**src/rtl/dump_resp_tx.sv**
```systemverilog
// Response stage behind the channel-dump sequencer: holds per-channel gain/offset,
// corrects a snapshotted RAM sample (offset, then gain, both saturating) and sends it as UART 8N1.
module dump_resp_tx #(
  parameter int unsigned BAUD_DIV = 2604
) (
  input  logic        clk,
  input  logic        rst_n,
  input  logic        flopGain,
  input  logic        flopOffset,
  input  logic [15:0] spiRXdata,
  input  logic        startUARTresp,
  input  logic [7:0]  rawSample,
  output logic        UARTrdy,
  output logic        TX,
  output logic [7:0]  txByte
);

  typedef enum logic [2:0] {
    S_IDLE  = 3'd0,
    S_CALC1 = 3'd1,
    S_CALC2 = 3'd2,
    S_START = 3'd3,
    S_DATA  = 3'd4,
    S_STOP  = 3'd5
  } state_t;

  localparam logic [11:0] BAUD_LAST = 12'(BAUD_DIV - 1);

  // Offset is signed; the 10-bit sum covers -128..382 so bit 9 is a clean sign.
  function automatic logic [7:0] clamp_sum(input logic [7:0] raw, input logic [7:0] off);
    logic [9:0] sum;
    sum = {2'b00, raw} + {{2{off[7]}}, off};
    if (sum[9]) begin
      clamp_sum = 8'h00;
    end else if (sum[8]) begin
      clamp_sum = 8'hFF;
    end else begin
      clamp_sum = sum[7:0];
    end
  endfunction

  // Gain is Q1.7: 0x80 is unity, so the product is taken >> 7 and saturated.
  function automatic logic [7:0] scale_byte(input logic [7:0] s, input logic [7:0] g);
    logic [15:0] p;
    logic [8:0]  q;
    p = {8'h00, s} * {8'h00, g};
    q = p[15:7];
    if (q[8]) begin
      scale_byte = 8'hFF;
    end else begin
      scale_byte = q[7:0];
    end
  endfunction

  state_t      state_q, state_d;
  logic [7:0]  gain_q, gain_d;
  logic [7:0]  off_q, off_d;
  logic [7:0]  raw_w_q, raw_w_d;
  logic [7:0]  gain_w_q, gain_w_d;
  logic [7:0]  off_w_q, off_w_d;
  logic [7:0]  sat_q, sat_d;
  logic [7:0]  shift_q, shift_d;
  logic [11:0] cnt_q, cnt_d;
  logic [2:0]  bit_q, bit_d;
  logic        tx_q, tx_d;
  logic        rdy_q, rdy_d;
  logic [7:0]  txbyte_q, txbyte_d;
  logic [7:0]  scaled_s;
  logic        spi_hi_unused;

  assign scaled_s      = scale_byte(sat_q, gain_w_q);
  assign spi_hi_unused = ^spiRXdata[15:8];

  assign UARTrdy = rdy_q;
  assign TX      = tx_q;
  assign txByte  = txbyte_q;

  // State and datapath registers; reset drops TX high immediately, even mid-frame.
  always_ff @(posedge clk or negedge rst_n) begin
    if (!rst_n) begin
      state_q  <= S_IDLE;
      gain_q   <= 8'h80;
      off_q    <= 8'h00;
      raw_w_q  <= 8'h00;
      gain_w_q <= 8'h00;
      off_w_q  <= 8'h00;
      sat_q    <= 8'h00;
      shift_q  <= 8'h00;
      cnt_q    <= 12'd0;
      bit_q    <= 3'd0;
      tx_q     <= 1'b1;
      rdy_q    <= 1'b1;
      txbyte_q <= 8'h00;
    end else begin
      state_q  <= state_d;
      gain_q   <= gain_d;
      off_q    <= off_d;
      raw_w_q  <= raw_w_d;
      gain_w_q <= gain_w_d;
      off_w_q  <= off_w_d;
      sat_q    <= sat_d;
      shift_q  <= shift_d;
      cnt_q    <= cnt_d;
      bit_q    <= bit_d;
      tx_q     <= tx_d;
      rdy_q    <= rdy_d;
      txbyte_q <= txbyte_d;
    end
  end

  // Next state plus next values of the registered outputs.
  always_comb begin
    state_d  = state_q;
    gain_d   = gain_q;
    off_d    = off_q;
    raw_w_d  = raw_w_q;
    gain_w_d = gain_w_q;
    off_w_d  = off_w_q;
    sat_d    = sat_q;
    shift_d  = shift_q;
    cnt_d    = cnt_q;
    bit_d    = bit_q;
    tx_d     = tx_q;
    rdy_d    = rdy_q;
    txbyte_d = txbyte_q;

    if (flopGain) begin
      gain_d = spiRXdata[7:0];
    end else begin
      gain_d = gain_q;
    end
    if (flopOffset) begin
      off_d = spiRXdata[7:0];
    end else begin
      off_d = off_q;
    end

    case (state_q)
      S_IDLE: begin
        if (startUARTresp) begin
          state_d  = S_CALC1;
          rdy_d    = 1'b0;
          raw_w_d  = rawSample;
          gain_w_d = gain_q;
          off_w_d  = off_q;
          cnt_d    = 12'd0;
        end else begin
          state_d = S_IDLE;
        end
      end
      S_CALC1: begin
        sat_d   = clamp_sum(raw_w_q, off_w_q);
        state_d = S_CALC2;
      end
      S_CALC2: begin
        txbyte_d = scaled_s;
        shift_d  = scaled_s;
        tx_d     = 1'b0;
        cnt_d    = 12'd0;
        state_d  = S_START;
      end
      S_START: begin
        if (cnt_q == BAUD_LAST) begin
          state_d = S_DATA;
          cnt_d   = 12'd0;
          bit_d   = 3'd0;
          tx_d    = shift_q[0];
        end else begin
          cnt_d = cnt_q + 12'd1;
        end
      end
      S_DATA: begin
        if (cnt_q == BAUD_LAST) begin
          cnt_d = 12'd0;
          bit_d = bit_q + 3'd1;
          if (bit_q == 3'd7) begin
            state_d = S_STOP;
            tx_d    = 1'b1;
          end else begin
            shift_d = {1'b0, shift_q[7:1]};
            tx_d    = shift_q[1];
          end
        end else begin
          cnt_d = cnt_q + 12'd1;
        end
      end
      S_STOP: begin
        if (cnt_q == BAUD_LAST) begin
          state_d = S_IDLE;
          cnt_d   = 12'd0;
          rdy_d   = 1'b1;
          tx_d    = 1'b1;
        end else begin
          cnt_d = cnt_q + 12'd1;
        end
      end
      default: begin
        state_d = S_IDLE;
        cnt_d   = 12'd0;
        rdy_d   = 1'b1;
        tx_d    = 1'b1;
      end
    endcase
  end

endmodule

```
**config.mk**
```make
export PLATFORM = sky130hd
export DESIGN_NAME = dump_resp_tx
export DESIGN_NICKNAME = d
export VERILOG_FILES = /design/src/rtl/dump_resp_tx.sv
export SDC_FILE = /design/constraint.sdc
export NUM_CORES = 1
export LEC_CHECK = 0
export ABC_AREA = 1
export BUFFER_PORTS_ARGS = -buffer_cell sky130_fd_sc_hd__buf_2
export CAP_MARGIN = 20
export CORE_UTILIZATION = 60
export CTS_CLUSTER_DIAMETER = 50
export DETAILED_ROUTE_END_ITERATION = 10
export PLACE_DENSITY = 0.77
export SYNTH_ARGS = -nofsm -noshare
export SYNTH_HDL_FRONTEND = slang
export SYNTH_SLANG_ARGS = --single-unit
```
**constraint.sdc**
```tcl
create_clock -name clk -period 11.8 [get_ports clk]
set_input_delay 1.18 -clock clk [delete_from_list [all_inputs] [get_ports clk]]
set_output_delay 1.18 -clock clk [all_outputs]
set_load 0.01 [all_outputs]
```
# Word level (Yosys, flattened, before mapping)
# Cells that the tools add are included.
[op_classes] addsub=3 n_mul=1 div=0 magnitude_cmp=0 n_eq_ne=13 n_shift=0 mux=24 n_bitwise=3 n_reduce_logical=13
[op_table] op="2-to-1 mux 8 bit" count=5
[op_table] op="one-hot mux 12 bit (3 select lines)" count=1
[op_table] op="2-to-1 mux 12 bit" count=2
[op_table] op="one-hot mux 3 bit (6 select lines)" count=1
[op_table] op="multiplier 8 x 8 -> 16 bit" count=1
[op_table] op="one-hot mux 8 bit (2 select lines)" count=1
[op_table] op="2-to-1 mux 3 bit" count=5
[op_table] op="adder 12 x 1 -> 12 bit, second input constant" count=1
[op_table] op="== test 12 bit, second input constant" count=1
[op_table] op="inequality test 2 bit, second input constant" count=6
[op_table] op="adder 9 x 8 -> 10 bit" count=1
[op_table] op="== test 3 bit, second input constant" count=3
[op_table] op="AND reduction 3 bit" count=3
[op_table] op="AND reduction 4 bit" count=2
[op_table] op="== test 3 x 2 -> 1 bit, second input constant" count=2
[op_table] op="2-to-1 mux 1 bit" count=6
[op_table] op="one-hot mux 3 bit (2 select lines)" count=1
[op_table] op="one-hot mux 1 bit (5 select lines)" count=1
[op_table] op="AND reduction 2 bit" count=2
[op_table] op="nonzero test 2 bit" count=2
[op_table] op="OR reduction 4 bit" count=1
[op_table] op="adder 3 x 1 -> 3 bit, second input constant" count=1
[op_table] op="== test 3 x 1 -> 1 bit, second input constant" count=1
[op_table] op="logical NOT 3 bit" count=1
[op_table] op="other kinds (4)" count=6
[totals] ff_bits=84 latch_bits=0 ramBits=0 romBits=0 input_bits=29 output_inout_bits=10 wordCells=70 n_memories=0

# Depth between registers and ports, before layout
# Gate-level depths: netlist of run 1.
[logic_depth] word_depth=4 mapped_depth=24 depth_no_buf=23

# Worst setup path before layout of run 1
# No wires, ideal clock.
[synth_path] path_kind="reg2reg" start="register sat_q[2]" end="register txbyte_q[0], in the netlist txByte[0]" setup_time_ps=119 t_arrival_ps=4062 required_time_ps=11681 slack_ps=7619 path_stages_with_launch=19 path_buffers=2 synth_period_minus_slack_ps=4181 path_cell_list="dfrtp_1 clkbuf_1 nand2_1 inv_1 fa_1 fa_1 fa_1 inv_1 fa_1 inv_1 ha_1 nand2_1 o21ai_0 a21oi_2 nand3_2 nand2_4 buf_8 nand3_1 o21a_1"
[synth_via] elab_chain_len=2
[synth_lines] element="start: declaration" line="61" source="logic [7:0] sat_q, sat_d;"
[synth_lines] element="start signal: assignment" line="101" source="sat_q <= sat_d;"
[synth_lines] element="multiplier 8 x 8 -> 16 bit" line="46" source="p = {8'h00, s} * {8'h00, g};"
[synth_lines] element="2-to-1 mux 8 bit" line="48" source="if (q[8]) begin"
[synth_lines] element="end signal: assignment" line="107" source="txbyte_q <= txbyte_d;"
[synth_lines] element="end: declaration" line="67" source="logic [7:0] txbyte_q, txbyte_d;"
# Every way passes these cells.
# A chain may end at the register's enable or synchronous reset.

# Worst setup path in the final report of run 1
[layout_path] start="register sat_q[1]" end="register shift_q[1]"
[layout_via] elab_chain_len=3
[layout_lines] element="multiplier 8 x 8 -> 16 bit" line="46"
[layout_lines] element="2-to-1 mux 8 bit" line="48"
[layout_lines] element="one-hot mux 8 bit (2 select lines)" line="138" source="case (state_q)"
[layout_lines] element="end signal: assignment" line="102" source="shift_q <= shift_d;"
[layout_lines] element="end: declaration" line="62" source="logic [7:0] shift_q, shift_d;"
# Every way passes these cells.

==> impl_metrics.env, run 1 <==
export IMPL_async_flop_share_pct=100.0
export IMPL_finalSetupViolCount=0
export IMPL_fin_worst_skew_ps=14.21
export IMPL_synth_area_sq_mm=0.006399
export IMPL_routed_wl_um=12480
export IMPL_ys_seq_area_share_pct=32.91
export IMPL_placementRows=37
export IMPL_drc=0
export IMPL_cts_buffers=9
export IMPL_dp_cells=963
export IMPL_placed_area_sq_mm=0.006588
export IMPL_cts_tree="done"
export IMPL_holdBufCountCts=0
export IMPL_path_max_fanout=14
export IMPL_peakVddDrop_uv=76.22
export IMPL_reg2reg_from="sat_q[1]"
export IMPL_h_tree_depth=3
export IMPL_layout_drive_gt1_share_pct=10.79
export IMPL_postLayoutCellArea_sq_mm=0.006790
export IMPL_die_area_sq_mm=0.01108
export IMPL_maxSlewHeadroom_pct=38.03
export IMPL_crit_type="reg -> reg"
export IMPL_grt_pass1_wl_um=22930
export IMPL_path_cells="nand2_1 -> inv_1 -> fa_1 -> fa_1 -> fa_1 -> inv_1 -> fa_1 -> inv_1 -> ha_1 -> a21oi_1 -> o21ai_0 -> a21oi_2 -> nand3_2 -> nand2_4 -> nand3_1 -> nand2_1 -> nand2_1"
export IMPL_startpoint_type="flop"
export IMPL_syn_area_per_cell_sq_um=7.784
export IMPL_core_area_sq_mm=0.01032
export IMPL_r2r_cells=17
export IMPL_cap_violations=0
export IMPL_cp_required_ps=12050
export IMPL_fp_dieH_um=105.3
export IMPL_grt_pass1_vias=5337
export IMPL_crit_top_cell="fa_1"
export IMPL_yosysWarnings=0
export IMPL_synth_seq_cells=84
export IMPL_tightest_slew_ps=929.6
export IMPL_whs_path_depth=2
export IMPL_dp_hpwl_um=9751
export IMPL_fmax_ghz=0.2196
export IMPL_drt_iter0_drc=232
export IMPL_grt_use_total_pct=25.57
export IMPL_num_antenna_cells=0
export IMPL_cts_resized=0
export IMPL_first_pass_iters=6
export IMPL_synth_distinct_cells=42
export IMPL_crit_path_max_incr_delay_ps=550
export IMPL_layout_commonest_cell="nand2_1"
export IMPL_min_path_type="reg -> reg"
export IMPL_die_x_um=105.3
export IMPL_clkTransAtPathRegs_ps=90
export IMPL_routedWlPerCell_um=12.74
export IMPL_min_period_over_period_pct=38.60
export IMPL_antenna_found_initial=0
export IMPL_rrSetupSlack_ps=7250
export IMPL_fin_crit_ps=4555
export IMPL_yosys_most_used_dff="dfrtp_1"
export IMPL_fin_tns_setup_ps=0
export IMPL_viasPerCell=5.247
export IMPL_critPathCaptureType="flop"
export IMPL_clk_latency_ps=360
export IMPL_clockBufferDepth=2
export IMPL_cts_sinks=84
export IMPL_power_density_mw_per_mm2=166.7
export IMPL_fin_nets=948
export IMPL_fin_cells=979
export IMPL_num_vias=5137
export IMPL_final_cell_mix="nand2_1, inv_1, dfrtp_1"
export IMPL_critPathArrivalTime_ps=4800
export IMPL_rsz0062_at_grt="false"
export IMPL_slew_viol_final=0
export IMPL_grt_overflow=0
export IMPL_syn_num_nets=932
export IMPL_cts_root_buf="clkbuf_8"
export IMPL_r2r_end="shift_q[1]"
export IMPL_syn_inst=822
export IMPL_postCtsSetupRepairBufs=0
export IMPL_grt_max_degree=75
export IMPL_gp_congestion=0.9036
export IMPL_hp_start="txByte[7]"
export IMPL_floorplan_initialDensity_pct=61.98
export IMPL_postRouteAntennaNets=0
export IMPL_synth_edf_count=0
export IMPL_io_buffers=30
export IMPL_power_leakage_uw=0.004031
export IMPL_hold_violations=0
export IMPL_min_to="txByte[7]"
export IMPL_status="finished clean"
export IMPL_ios=39
export IMPL_slowest_stage="dfrtp_1"
export IMPL_area_growth_pct=6.120
-- worst max-delay path by stage --
stage              from         end  slack [ps]  cells past startpoint
2_1_floorplan  sat_q[2]   txByte[0]        7620                     18
3_3_place_gp   sat_q[1]   txByte[7]        7340                     17
3_5_place_dp   sat_q[1]  shift_q[1]        7290                     17
4_1_cts        sat_q[1]  shift_q[1]        7240                     17
5_1_grt        sat_q[1]  shift_q[1]        6920                     17
6_report       sat_q[1]  shift_q[1]        7250                     17
-- metrics by stage --
step | setup WS (ps) | hold slack [ps] | power [uW] | util (%)
floorplan | 7619 | 445.9 | 794.9 | -
CTS | 7238 | 491.5 | 1144 | 65.77
detailed placement | 7286 | 466.1 | 925.6 | 63.81
global route | 6919 | 500.9 | 1247 | 65.77
finish | 7245 | 487.9 | 1132 | 65.77
global placement | 7341 | 460.7 | 906.2 | 63.81
-- report_power, final --
group	internal, uW	switching, uW
clock network	104	107
logic	214	342
registers	328	37.3
total	646	486
-- layer usage --
layer | global-route usage, % | part of all wire (%) | vias up
li1 | - | - | 2544
met1 | 30.45 | 43 | 2471
met2 | 45.91 | 51 | 96
met3 | 4.453 | 3.8 | 26
met4 | 9.859 | 1.9 | 0
met5 | 0 | 0 | -
-- cell usage after synthesis (3+ instances only) --
library cell  number  area [sq um]
xnor2_1            4         35.03
o31ai_1            3         22.52
nand2_1          241         904.6
dfstp_2            3         78.83
nand4_1            8         50.05
clkbuf_1          17         63.81
nor3_1             5         25.02
o21a_1             9         67.56
nand3_1           36         180.2
nor2_2             5         31.28
a21oi_1           22         110.1
nand2_4            6         67.56
nor2_4             5         56.30
a21o_1             3         22.52
inv_2              7         26.28
nor2_1            39         146.4
buf_4              4         30.03
inv_1            153         574.3
nand2_2            7         43.79
xor2_1             9         78.83
o21ai_1            5         25.02
o21ai_0           46         230.2
fa_1              36         720.7
dfrtp_1           81          2027
ha_1              45         563.0
-- layout make-up --
| cell class | count | area (sq um) |
|---|---|---|
| Fill cell | 892 | 3533 |
| Multi-Input combinational cell | 551 | 3545 |
| Inverter | 161 | 606.8 |
| Clock buffer | 11 | 141.4 |
| Sequential cell | 84 | 2106 |
| Clock inverter | 5 | 61.31 |
| Tap cell | 136 | 170.2 |
| Timing Repair Buffer | 31 | 160.2 |
-- worst max-delay path: cells and delay by family (launching register included) --
family                   cells  cell delay, ps
adder cells (fa/ha/maj)      5            2440
flip-flops                   1             550
AND/OR/NAND/NOR              6             710
buffers and inverters        3             150
AO/OA/AOI/OAI                3             570
-- logic make-up (layout without fill, tap and decap cells) --
family                     after synthesis  after routing  synth area share, %
adders and majority gates               81             81                20.06
AOI/OAI and AO/OA                       95             95                8.389
and+or+nand+nor                        359            359                24.56
xor gates and xnor gates                14             14                2.034
DFF                                     84             84                32.91
buffers and inverters                  187            208                11.69
muxes                                    2              2               0.3519
-- sequential cells by signal, indices dropped and copies added (netlist names) --
signal and count:
off_q 8, cnt_q 12, state_q 3, sat_q 8, raw_w_q 8, UARTrdy 1
bit_q 3, gain_w_q 8, txByte 8, shift_q 8, off_w_q 8, TX 1
gain_q 8
(Power assumes the default switching activity.)
==> run 2, diff against run 1 <==
Settings changed: ABC_AREA 1 to 0, CORE_UTILIZATION 60 to 56, PLACE_DENSITY 0.77 to 0.76.
Clock period 11.8 ns to 3.7 ns, I/O delays scaled along.
==> impl_metrics.env, run 2 <==
export IMPL_startpoint_type="flop"
export IMPL_crit_type="reg -> reg"
export IMPL_grt_overflow=0
export IMPL_min_period_over_period_pct=121.1
export IMPL_pre_cts_ws_ps=-891.5
export IMPL_dp_cells=774
export IMPL_die_area_sq_mm=0.01088
export IMPL_syn_num_nets=689
export IMPL_n_fill_cell=747
export IMPL_crit_path_max_incr_delay_ps=560
export IMPL_layout_drive_gt1_share_pct=27.71
export IMPL_synth_common_cells="dfrtp_1, nand2_1, and2_1, ha_1"
export IMPL_p_clk_share_pct=40.3
export IMPL_synth_edf_count=0
export IMPL_hold_violations=0
export IMPL_crit_buf_inv=2
export IMPL_regMostFlops="cnt_q"
export IMPL_wl_met1_um=5455
export IMPL_grt_pass1_vias=4500
export IMPL_multi_input_area_sq_mm=0.003697
export IMPL_core_area_sq_mm=0.009955
export IMPL_ios=39
export IMPL_placementRows=36
export IMPL_fin_nets=769
export IMPL_grt_use_total_pct=24.51
export IMPL_fin_crit_ps=4482
export IMPL_met2WireLength_um=5866
export IMPL_h_tree_depth=3
export IMPL_synthTopCellsByArea="dfrtp_1, fa_1, ha_1"
export IMPL_synth_seq_cells=84
export IMPL_cp_required_ps=3980
export IMPL_grt_max_degree=85
export IMPL_setup_ws_ps=-781.9
export IMPL_dr_wl_met3_um=298
export IMPL_largest_register_ff_count=12
export IMPL_first_pass_iters=4
export IMPL_seqCellArea_sq_mm=0.002115
export IMPL_top_layer_used="met4"
export IMPL_async_flop_share_pct=100.0
export IMPL_fin_cells=797
export IMPL_syn_area_per_cell_sq_um=10.12
export IMPL_fin_tns_setup_ps=-11990
export IMPL_tightest_slew_ps=675.9
export IMPL_routed_wl_um=11830
export IMPL_cts_sinks=84
export IMPL_clk_latency_ps=360
export IMPL_synth_area_sq_mm=0.005861
export IMPL_grt_pass1_wl_um=21360
export IMPL_finish_utilization_pct=69.14
export IMPL_min_path_type="in -> reg"
export IMPL_yosys_area_top_type="dfrtp_1"
export IMPL_die_x_um=104.3
export IMPL_ys_seq_area_share_pct=35.93
export IMPL_cts_root_buf="clkbuf_8"
export IMPL_crit_family="adder cells"
export IMPL_synth_distinct_cells=50
export IMPL_power_leakage_uw=0.003520
export IMPL_combPwrFrac_pct=3.5
export IMPL_dp_hpwl_um=8959
export IMPL_p_int_uw=1281
export IMPL_critPathArrivalTime_ps=4760
export IMPL_clockBufferDepth=2
export IMPL_final_cell_mix="dfrtp_1, nand2_1, buf_4"
export IMPL_gp_congestion=0.8525
export IMPL_fin_worst_skew_ps=10.70
export IMPL_fmax_ghz=0.2231
export IMPL_maxSlewHeadroom_pct=54.94
export IMPL_cap_violations=0
export IMPL_slowest_stage="fa_1"
export IMPL_yosys_area_top_type_share_pct=34.59
export IMPL_viasPerCell=5.465
export IMPL_num_vias=4356
export IMPL_postRouteAntennaNets=0
export IMPL_layout_commonest_cell="dfrtp_1"
export IMPL_slew_viol_final=0
export IMPL_num_antenna_cells=0
export IMPL_critPathCaptureType="flop"
export IMPL_rsz0062_at_grt="true"
export IMPL_syn_inst=579
export IMPL_clkTransAtPathRegs_ps=90
export IMPL_power_density_mw_per_mm2=244.2
export IMPL_finalSetupViolCount=16
export IMPL_routedWlPerCell_um=14.84
export IMPL_violations="negative setup slack"
export IMPL_yosys_most_used_dff="dfrtp_1"
export IMPL_peakVddDrop_uv=394.6
export IMPL_swShare_pct=23.76
export IMPL_status="finished, violations left"
export IMPL_crit_top_cell="fa_1"
export IMPL_cts_tree="done"
export IMPL_cts_buffers=9
export IMPL_synth_most_common_cell="dfrtp_1"
export IMPL_fp_dieH_um=104.3
export IMPL_p_seq_share_pct=56.2
export IMPL_drt_iter0_drc=232
export IMPL_floorplan_initialDensity_pct=58.87
export IMPL_power_switching_uw=399.3
export IMPL_area_growth_pct=17.44
export IMPL_antenna_found_initial=0
export IMPL_path_max_fanout=5
export IMPL_path_cells="and2_4 -> fa_1 -> fa_1 -> fa_1 -> inv_1 -> fa_1 -> inv_2 -> ha_4 -> and3_4 -> or3b_4 -> a31oi_4 -> nand4_1 -> nand3_4 -> nor2_1 -> o21ai_1"
export IMPL_drc=0
export IMPL_io_buffers=30
export IMPL_yosysWarnings=0
==> run 2: changes by cell type in the layout (fill, tap and decap cells not counted), sizes merged, moves of 30 or more <==
cell / previous run / this run
nand2: 254 / 65
inv: 161 / 44
and2: 0 / 51
buf: 31 / 78
mux2: 2 / 41
nand3: 38 / 8
==> run 2: final timing paths <==
check	startpoint	endpoint	slack, ps	depth (start not counted)
worst min register to register	UARTrdy	UARTrdy	480	2
min in group asynchronous	rst_n	raw_w_q[4]	480	2
worst min-delay path	rawSample[1]	raw_w_q[1]	220	3
max in group asynchronous	rst_n	TX	2550	3
worst max register to register	gain_w_q[5]	shift_q[4]	-780	15
worst max-delay path	gain_w_q[5]	shift_q[4]	-780	15
==> run 2: logic make-up (layout without fill, tap and decap cells) <==
| family | after synthesis | in the layout | share of synthesized area [%] |
|---|---|---|---|
| AND/OR/NAND/NOR | 211 | 212 | 18.51 |
| AO/OA/AOI/OAI | 85 | 85 | 8.732 |
| flip-flops | 84 | 84 | 35.93 |
| adder cells (fa/ha/maj) | 81 | 81 | 21.90 |
| buffers and inverters | 54 | 138 | 3.608 |
| multiplexers | 41 | 41 | 7.878 |
| XOR/XNOR | 23 | 23 | 3.437 |
==> run 2: routing by layer <==
layer / vias to the layer above / track usage [%]
met1: 2171 / 32.71
li1: 2116 / -
met2: 53 / 41.25
met3: 16 / 3.383
met4: 0 / 7.857
met5: - / 0
==> run 2: stage by stage <==
stage	hold slack (ps)	cell area (sq um)	total power, uW
finish	215.1	6883	1680
detailed placement	457.5	6528	1018
CTS	197.3	6822	1689
global placement	455.7	6528	1014
floorplan	74.41	5933	980.6
global route	214.6	6883	1738
==> run 2: layout make-up <==
cell class / count / share of cell area, %
multi-input cells: 442 / 53.72
clock buffers: 10 / 1.854
repair buffers: 79 / 7.889
clock inverters: 6 / 1.054
well taps: 133 / 2.418
flip-flops and latches: 84 / 30.72
inverters: 43 / 2.345
==> run 2: power groups by stage <==
stage	logic, uW	registers [uW]	clock network [uW]
global placement	52.0	962	0
CTS	55.7	945	689
detailed placement	55.4	962	0
floorplan	21.4	959	0
global route	66.0	948	724
finish	58.4	944	678
==> run 2: timing repair <==
item                                    4_1_cts  5_1_grt
cloned                                        1        0
hold buffers                                  0        1
pin swaps                                    25        0
endpoints found under the hold margin         0       31
endpoints found under the setup margin       16       16
gates resized for setup                      21        4
setup buffers                                 2        2
==> run 2: worst reg2reg max path, delay by kind of cell (launching register included) <==
family                   cells  cell delay, ps
AND/OR/NAND/NOR              6            1300
adder cells (fa/ha/maj)      5            2240
buffers and inverters        2             100
AO/OA/AOI/OAI                2             320
flip-flops                   1             450
==> run 3, diff against run 2 <==
Settings changed: CORE_MARGIN from default to 4, REMOVE_ABC_BUFFERS from default to 1, SETUP_SLACK_MARGIN from default to 0.1.
==> impl_metrics.env, run 3 (same netlist as run 2, synthesis figures left out) <==
export IMPL_path_max_fanout=5
export IMPL_crit_buf_inv=4
export IMPL_layout_commonest_cell="dfrtp_1"
export IMPL_status="finished, violations left"
export IMPL_largest_register_ff_count=12
export IMPL_finalSetupViolCount=16
export IMPL_power_leakage_uw=0.003606
export IMPL_cap_violations=0
export IMPL_die_x_um=110.3
export IMPL_critPathArrivalTime_ps=4910
export IMPL_routed_wl_um=12700
export IMPL_peakVddDrop_uv=242.8
export IMPL_total_power_uw=1697
export IMPL_crit_path_max_incr_delay_ps=520
export IMPL_fin_nets=777
export IMPL_power_density_mw_per_mm2=241.8
export IMPL_cts_tree="done"
export IMPL_core_area_sq_mm=0.01028
export IMPL_clockBufferDepth=2
export IMPL_ios=39
export IMPL_crit_start="sat_q[3]"
export IMPL_final_cell_mix="dfrtp_1, nand2_1, buf_4"
export IMPL_clk_latency_ps=370
export IMPL_startpoint_type="flop"
export IMPL_rsz0062_at_grt="true"
export IMPL_drc=0
export IMPL_antenna_found_initial=0
export IMPL_floorplan_initialDensity_pct=57.02
export IMPL_regMostFlops="cnt_q"
export IMPL_grt_use_total_pct=23.10
export IMPL_setup_ws_ps=-906.8
export IMPL_path_cells="buf_6 -> and2_4 -> fa_1 -> fa_1 -> fa_1 -> inv_1 -> fa_1 -> inv_2 -> ha_4 -> and3_4 -> or3b_4 -> a31oi_4 -> nand4_1 -> buf_4 -> nand3_4 -> o21ai_2 -> nand2_1"
export IMPL_violations="negative setup slack"
export IMPL_maxSlewHeadroom_pct=41.85
export IMPL_holdBufCountCts=0
export IMPL_crit_family="adder cells"
export IMPL_slew_viol_final=0
export IMPL_grt_max_degree=70
export IMPL_grt_pass1_vias=4652
export IMPL_grt_pass1_wl_um=21900
export IMPL_slowest_stage="fa_1"
export IMPL_reg2reg_from="sat_q[3]"
export IMPL_viasPerCell=5.530
export IMPL_num_vias=4468
export IMPL_min_path_type="in -> async"
export IMPL_tightest_slew_ps=872.2
export IMPL_min_period_over_period_pct=124.5
export IMPL_h_tree_depth=3
export IMPL_first_pass_iters=5
export IMPL_fin_crit_ps=4607
export IMPL_grt_overflow=0
export IMPL_gp_congestion=0.9089
export IMPL_fin_cells=808
export IMPL_crit_type="reg -> reg"
export IMPL_cts_sinks=84
export IMPL_routedWlPerCell_um=15.72
export IMPL_dp_cells=780
export IMPL_cts_buffers=9
export IMPL_hold_violations=0
export IMPL_io_buffers=30
export IMPL_finish_utilization_pct=68.31
export IMPL_num_antenna_cells=0
export IMPL_drt_iter0_drc=182
export IMPL_fp_dieH_um=110.3
export IMPL_critPathCaptureType="flop"
export IMPL_cts_root_buf="clkbuf_8"
export IMPL_layout_drive_gt1_share_pct=29.32
export IMPL_placementRows=37
export IMPL_clkTransAtPathRegs_ps=80
export IMPL_postRouteAntennaNets=0
export IMPL_fmax_ghz=0.2171
export IMPL_die_area_sq_mm=0.01217
export IMPL_fin_worst_skew_ps=7.928
export IMPL_dp_hpwl_um=9112
export IMPL_crit_top_cell="fa_1"
export IMPL_area_growth_pct=19.79
export IMPL_cp_required_ps=4010
export IMPL_fin_tns_setup_ps=-13920
-- run 3: worst register-to-register path, cell delays in order, from the launching register on --
cell	delay, ps
dfrtp_1	430
buf_6	140
and2_4	150
fa_1	520
fa_1	430
fa_1	490
inv_1	50
fa_1	490
inv_2	50
ha_4	270
and3_4	200
or3b_4	430
a31oi_4	190
nand4_1	210
buf_4	220
nand3_4	110
o21ai_2	90
nand2_1	80
-- run 3: stage by stage --
step	hold slack (ps)	area, sq um	worst slack, ps
after detailed placement	458.2	6481	-991.6
after global placement	456.2	6481	-855.9
after CTS	139.8	6942	-883.5
after floorplan	74.41	5811	-903.4
final	95.61	7020	-906.8
after global routing	166.5	7020	-1078
-- run 3: area by class of cell --
| type | count | area (sq um) |
|---|---|---|
| multi-input cells | 442 | 3780 |
| clock buffers | 11 | 141.4 |
| inverters | 43 | 161.4 |
| fillers | 791 | 3257 |
| clock inverters | 5 | 67.56 |
| repair buffers | 87 | 591.8 |
| well taps | 136 | 170.2 |
| flip-flops and latches | 84 | 2108 |
-- run 3: repair_timing --
item                                    CTS  global route
gates resized for setup                  41            14
pin swaps                                38            12
buffers inserted                         10             1
endpoints found under the setup margin   16            16
cloned                                    1             0
-- run 3: path summary, 6_finish.rpt --
kind	end	slack [ps]	depth (start not counted)
min in group clk	raw_w_q[1]	210	3
worst max register to register	shift_q[7]	-910	17
worst max-delay path	shift_q[7]	-910	17
worst min register to register	UARTrdy	470	2
max in group asynchronous	gain_q[7]	2770	2
worst min-delay path	shift_q[3]	100	1
-- run 3: power by group --
group	total, uW	internal (uW)	switching [uW]	leakage, uW
Combinational	53.1	24.1	29.0	0.00243
Sequential	945	936	9.69	0.00107
Clock	699	342	357	0.000106
-- run 3: layer usage --
metal	wire length [um]	up-vias	track usage, %
met1	5515	2219	30.22
met5	0	-	0
li1	-	2123	-
met3	470	24	4.426
met2	6471	102	38.91
met4	246	0	7.476
